==> config.mk <==
export PLATFORM = sky130hd
export DESIGN_NAME = bank_row_writer
export DESIGN_NICKNAME = d
export VERILOG_FILES = /design/src/rtl/data_router_pkg.sv /design/src/rtl/bank_ptr_ctrl.sv /design/src/rtl/bank_row_writer.sv
export SDC_FILE = /design/constraint.sdc
export NUM_CORES = 1
export LEC_CHECK = 0
export ABC_CLOCK_PERIOD_IN_PS = 3600
export CAP_MARGIN = 20
export CORE_MARGIN = 3
export CORE_UTILIZATION = 25
export CTS_BUF_LIST = sky130_fd_sc_hd__clkbuf_4
export CTS_CLUSTER_DIAMETER = 80
export DETAILED_ROUTE_END_ITERATION = 12
export SLEW_MARGIN = 20
export SYNTH_ARGS = -nofsm -noshare
export SYNTH_HDL_FRONTEND = slang
export SYNTH_SLANG_ARGS = --single-unit
==> constraint.sdc <==
create_clock -name clk -period 3.6 [get_ports clk]
set_input_delay 0.72 -clock clk [delete_from_list [all_inputs] [get_ports clk]]
set_output_delay 0.72 -clock clk [all_outputs]
set_load 0.05 [all_outputs]
==> src/rtl/data_router_pkg.sv <==
// rtl/data_router_pkg.sv - shared bank index type, limits and wrapping pointer helper
package data_router_pkg;

  localparam int BANK_W  = 2;
  localparam int MAX_POY = 4;

  typedef logic [BANK_W-1:0] bank_idx_t;

  // Advance a bank pointer by one, wrapping from poy-1 back to 0 by comparison
  function automatic bank_idx_t next_bank(input bank_idx_t ptr, input int unsigned poy);
    if (ptr == bank_idx_t'(poy - 1)) begin
      return '0;
    end
    return ptr + bank_idx_t'(1);
  endfunction

endpackage

==> src/rtl/bank_ptr_ctrl.sv <==
// rtl/bank_ptr_ctrl.sv - write/read bank pointers, column counter and row occupancy
module bank_ptr_ctrl
  import data_router_pkg::*;
#(
  parameter int POY  = 3,
  parameter int BUFW = 32,
  localparam int COL_W = $clog2(BUFW)
) (
  input  logic             clk,
  input  logic             rst_n,
  input  logic             clr,
  input  logic             in_valid,
  input  logic             out_ready,
  output logic             in_ready,
  output logic             wr_en,
  output bank_idx_t        wr_bank,
  output logic [COL_W-1:0] wr_col,
  output bank_idx_t        rd_bank,
  output logic             out_valid,
  output logic [2:0]       occ
);

  typedef logic [COL_W-1:0] col_t;

  bank_idx_t  wr_bank_q, wr_bank_d;
  bank_idx_t  rd_bank_q, rd_bank_d;
  col_t       col_q, col_d;
  logic [2:0] occ_q, occ_d;

  logic accept;
  logic row_done;
  logic pop;

  // Handshake decode and next-state for pointers, column and occupancy
  always_comb begin
    in_ready  = rst_n && !clr && (occ_q < 3'(POY));
    out_valid = (occ_q != 3'd0);
    accept    = in_valid && in_ready;
    row_done  = accept && (col_q == col_t'(BUFW - 1));
    pop       = out_valid && out_ready && !clr;

    wr_bank_d = wr_bank_q;
    rd_bank_d = rd_bank_q;
    col_d     = col_q;
    occ_d     = occ_q;

    if (clr) begin
      wr_bank_d = '0;
      rd_bank_d = '0;
      col_d     = '0;
      occ_d     = '0;
    end else begin
      if (accept) begin
        if (row_done) begin
          col_d     = '0;
          wr_bank_d = next_bank(wr_bank_q, POY);
        end else begin
          col_d = col_q + col_t'(1);
        end
      end
      if (pop) begin
        rd_bank_d = next_bank(rd_bank_q, POY);
      end
      case ({row_done, pop})
        2'b10:   occ_d = occ_q + 3'd1;
        2'b01:   occ_d = occ_q - 3'd1;
        default: occ_d = occ_q;
      endcase
    end
  end

  // Pointer and counter registers
  always_ff @(posedge clk or negedge rst_n) begin
    if (!rst_n) begin
      wr_bank_q <= '0;
      rd_bank_q <= '0;
      col_q     <= '0;
      occ_q     <= '0;
    end else begin
      wr_bank_q <= wr_bank_d;
      rd_bank_q <= rd_bank_d;
      col_q     <= col_d;
      occ_q     <= occ_d;
    end
  end

  assign wr_en   = accept;
  assign wr_bank = wr_bank_q;
  assign wr_col  = col_q;
  assign rd_bank = rd_bank_q;
  assign occ     = occ_q;

endmodule

==> src/rtl/bank_row_writer.sv <==
// rtl/bank_row_writer.sv - packs a word stream into rows held in circular banks
module bank_row_writer
  import data_router_pkg::*;
#(
  parameter int DW   = 1,
  parameter int POY  = 3,
  parameter int BUFW = 32
) (
  input  logic          clk,
  input  logic          rst_n,
  input  logic          clr,
  input  logic          in_valid,
  output logic          in_ready,
  input  logic [DW-1:0] in_data,
  output logic [DW-1:0] bank_data [POY][BUFW],
  output logic [1:0]    bank,
  output logic          out_valid,
  input  logic          out_ready,
  output logic [2:0]    occupancy
);

  localparam int COL_W = $clog2(BUFW);
  typedef logic [COL_W-1:0] col_t;

  if (POY < 2 || POY > MAX_POY || BUFW < 2) begin : g_bad_params
    $error("bank_row_writer: POY must be 2..MAX_POY and BUFW at least 2");
  end

  logic       wr_en;
  bank_idx_t  wr_bank;
  col_t       wr_col;
  bank_idx_t  rd_bank;
  logic [2:0] occ;

  logic [DW-1:0] mem_q [POY][BUFW];
  logic [DW-1:0] mem_d [POY][BUFW];

  bank_ptr_ctrl #(
    .POY  (POY),
    .BUFW (BUFW)
  ) u_ptr (
    .clk       (clk),
    .rst_n     (rst_n),
    .clr       (clr),
    .in_valid  (in_valid),
    .out_ready (out_ready),
    .in_ready  (in_ready),
    .wr_en     (wr_en),
    .wr_bank   (wr_bank),
    .wr_col    (wr_col),
    .rd_bank   (rd_bank),
    .out_valid (out_valid),
    .occ       (occ)
  );

  // Write decode: only the addressed word of the bank being filled changes
  always_comb begin
    mem_d = mem_q;
    for (int b = 0; b < POY; b++) begin
      for (int c = 0; c < BUFW; c++) begin
        if (wr_en && (wr_bank == bank_idx_t'(b)) && (wr_col == col_t'(c))) begin
          mem_d[b][c] = in_data;
        end
      end
    end
  end

  // Row storage; cleared only by reset, never by clr
  always_ff @(posedge clk or negedge rst_n) begin
    if (!rst_n) begin
      for (int b = 0; b < POY; b++) begin
        for (int c = 0; c < BUFW; c++) begin
          mem_q[b][c] <= '0;
        end
      end
    end else begin
      mem_q <= mem_d;
    end
  end

  assign bank_data = mem_q;
  assign bank      = rd_bank;
  assign occupancy = occ;

endmodule
==> flow_summary.toml <==
[synthesis]
syn_inst = 434
synth_area_leaders = "dfrtp_1 54%, mux2_2 20%, nand2_1 4.4%, nor2_1 3.2%, nand4_1 1.9%"
netlist.area_leader.share_pct = 54.4
ys_seq_area_share_pct = 54.4
synth.most_common_cell = "dfrtp_1"
yosys_warnings = 0
yosysTopAreaCell = "dfrtp_1"
yosys.cell_types.count = 37
async_flop_share_pct = 100
synth_top_flop_cell = "dfrtp_1"
synth-edff-count = 0
ys_ff_latch = 108
synth_common_cells = "108 x dfrtp_1, 90 x mux2_2, 58 x nand2_1, 43 x nor2_1, 20 x clkbuf_1"
syn_area_um2 = 4970
syn_nets = 447
syn_area_per_cell_um2 = 11.4

[power_and_ir_drop]
p_leak_uw = 0.00281
netSwitchingPower_uw = 541
swShare_pct = 27.5
powerDensity_nw_per_um2 = 306
p_int_uw = 1430
p_seq_share_pct = 62.8
p_clk_share_pct = 28.1
p_comb_share_pct = 9.1
p_total_uw = 1970
ir_worst_vdd_mv = 0.186

[route]
drt_pass1_iterations = 4
postRouteAntennaNets = 0
routedWlPerCell_um = 17.2
via_per_inst = 4.55
totalWireLength_mm = 13.8
drc = 0
num_vias = 3638
drt_iter0_drc = 112

[grt]
grt_pass1_wl_mm = 22.2
grt_pass1_vias = 3876
grt_max_degree = 97
grt-ovfl-total = 0
antenna_found_initial = 0
track_usage_pct = 13.0

[floorplan]
die_y_um = 147
start_util_pct = 26.0
dieArea_um2 = 21600
fp.dieW_um = 147
num_io_pins = 109
rows = 50
core_area_um2 = 19100

[final_layout]
multiInputGateArea_um2 = 2130
nets = 549
layout-drive-gt1-share_pct = 23.9
regArea_um2 = 2700
area_delta_synth_final_pct = 29.7
stdcell_count = 800
antennaDiodeCount = 0
fillers = 1913

[worst_setup_path]
cpPeakStageDelay_ns = 0.54
crit_type = "flop to flop"
setup.worst_path.start_class = "flop"
worst_setup_path_end_kind = "flop"
worst_path_most_repeated_cell = "ha_1"
critPathBufInv = 0
critPathRequiredTime_ns = 4.00
cp_cell_sequence = "ha_1 -> and3_1 -> ha_1 -> nand2_1 -> nor3_2 -> nor3_1 -> fa_1 -> or4_1 -> a31oi_1"
crit_path_top_delay_cell = "or4_1"
path_max_fanout = 9
crit_family = "simple AND/OR/NAND/NOR gates"
cp.arrival_ns = 3.37

[clock_network]
clk_path_buf_depth = 2
postCtsSetupBuffers = 0
cts_max_level = 3
clk_pin_slew_ns = 0.18
clock_latency_ns = 0.49
cts.hold.buffers_added = 0
clock-sinks = 108
clock-root-buffer = "clkbuf_4"
ctsResizeCount = 0
cts_made_buffers = 9
tritoncts = "done"

[place]
dp_hpwl_mm = 9.42
port_buffers = 108
post-place-ws_ns = 0.573
numPlacedInstances = 785
gp_congestion = 0.742

[sta]
grt_setup_unrepaired = "false"
finalCriticalPeriod_ns = 2.97
fmax_mhz = 337
finalClockSkew_ns = 0.0314
hold_viol_final = 0
finalCritPeriodShare_pct = 82.5
drv_slew = 0
worst_slew_pin_slew_ns = 0.876
tns_ns = 0
slew_headroom_pct = 41.6
setup_slack_ns = 0.631
setup_violations = 0

[run_status]
outcome = "finished clean"

[min_path]
hold_class = "primary input to asynchronous set/reset pin"

[job]
maxCapViolCount = 0
[logic make-up after synthesis]
family	share of synthesized area (%)
AND/OR/NAND/NOR	16.5
flip-flops	54.4
multiplexers	22.2
buffers and inverters	2.97
AO/OA/AOI/OAI	1.86
adder cells (fa/ha/maj)	1.91
XOR/XNOR	0.176
[worst reg2reg max path, delay by kind of cell, from the launching register on]
kind	cells	cell delay, ns
flip-flops	1	0.43
AO/OA/AOI/OAI	1	0.17
adder cells (fa/ha/maj)	3	1.00
AND/OR/NAND/NOR	5	1.31
[layout by cell type (no fill, tap or decap), types with 2 or more instances in the layout]
cell             Yosys  routed
o31ai_1              4       4
nand2_1             58      58
a21oi_1              5       5
nand3_1             16      16
nor2b_1              4       4
nor3_1               5       5
nand2b_1             8       8
ha_1                 6       6
o21ai_0              3       3
nor2_2               4       4
clkdlybuf4s50_1      0     105
or3_1                2       2
mux2_2              90      90
and3_1               4       4
or4_1                2       2
dfrtp_1            108     108
nor2_1              43      43
clkinvlp_4           0       3
nand4_1             15      15
clkbuf_4             0      11
inv_1                7       7
buf_4                0      13
mux2_1               7       7
[cell type report]
cell class / instances / area share, %
clock buffers: 11 / 1.28
clock inverters: 4 / 0.427
inverters: 7 / 0.408
multi-input cells: 291 / 33.0
flip-flops and latches: 108 / 41.9
well taps: 260 / 5.05
repair buffers: 119 / 17.9
[power groups by stage]
| stage | sequential (uW) | clock (uW) | combinational, uW |
|---|---|---|---|
| 5_1_grt | 1240 | 638 | 195 |
| 3_5_place_dp | 1260 | 0 | 185 |
| 4_1_cts | 1240 | 595 | 185 |
| 6_report | 1240 | 554 | 179 |
| 2_1_floorplan | 1300 | 0 | 51.2 |
| 3_3_place_gp | 1260 | 0 | 181 |
[through the flow]
stage	instance area, um^2	hold slack [ns]	utilization [%]
floorplan	4970	0.424	-
global placement	6330	0.467	33.2
detailed placement	6330	0.492	33.2
CTS	6440	0.0946	33.8
global route	6440	0.0937	33.8
finish	6440	0.139	33.8
[final timing paths]
kind,depth (start not counted),slack [ns],from,endpoint
worst max-delay path,9,0.63,u_ptr.wr_col[1],u_ptr.occ[2]
worst min-delay path,1,0.14,rst_n,u_ptr.occ[0]
worst max register to register,9,0.63,u_ptr.wr_col[1],u_ptr.occ[2]
worst min register to register,1,0.51,bank_data[8],bank_data[8]
max in group asynchronous,2,2.38,rst_n,bank_data[37]
min in group clk,1,0.51,bank_data[8],bank_data[8]
[registers in the layout (all words and copies together) (netlist names)]
name and cells:
u_ptr.rd_bank 2, u_ptr.occ 3, bank_data 96, u_ptr.wr_col 5
u_ptr.wr_bank 2
[routing by layer]
metal	track usage (%)	up-vias	share of wire, %	routed length [um]
met4	1.96	0	0.55	76
met2	22.2	101	48	6670
met5	0	-	0	0
met1	15.7	1843	43	5890
met3	5.46	5	8.3	1140
li1	-	1689	-	-
Power figures use the tool's default switching activity.
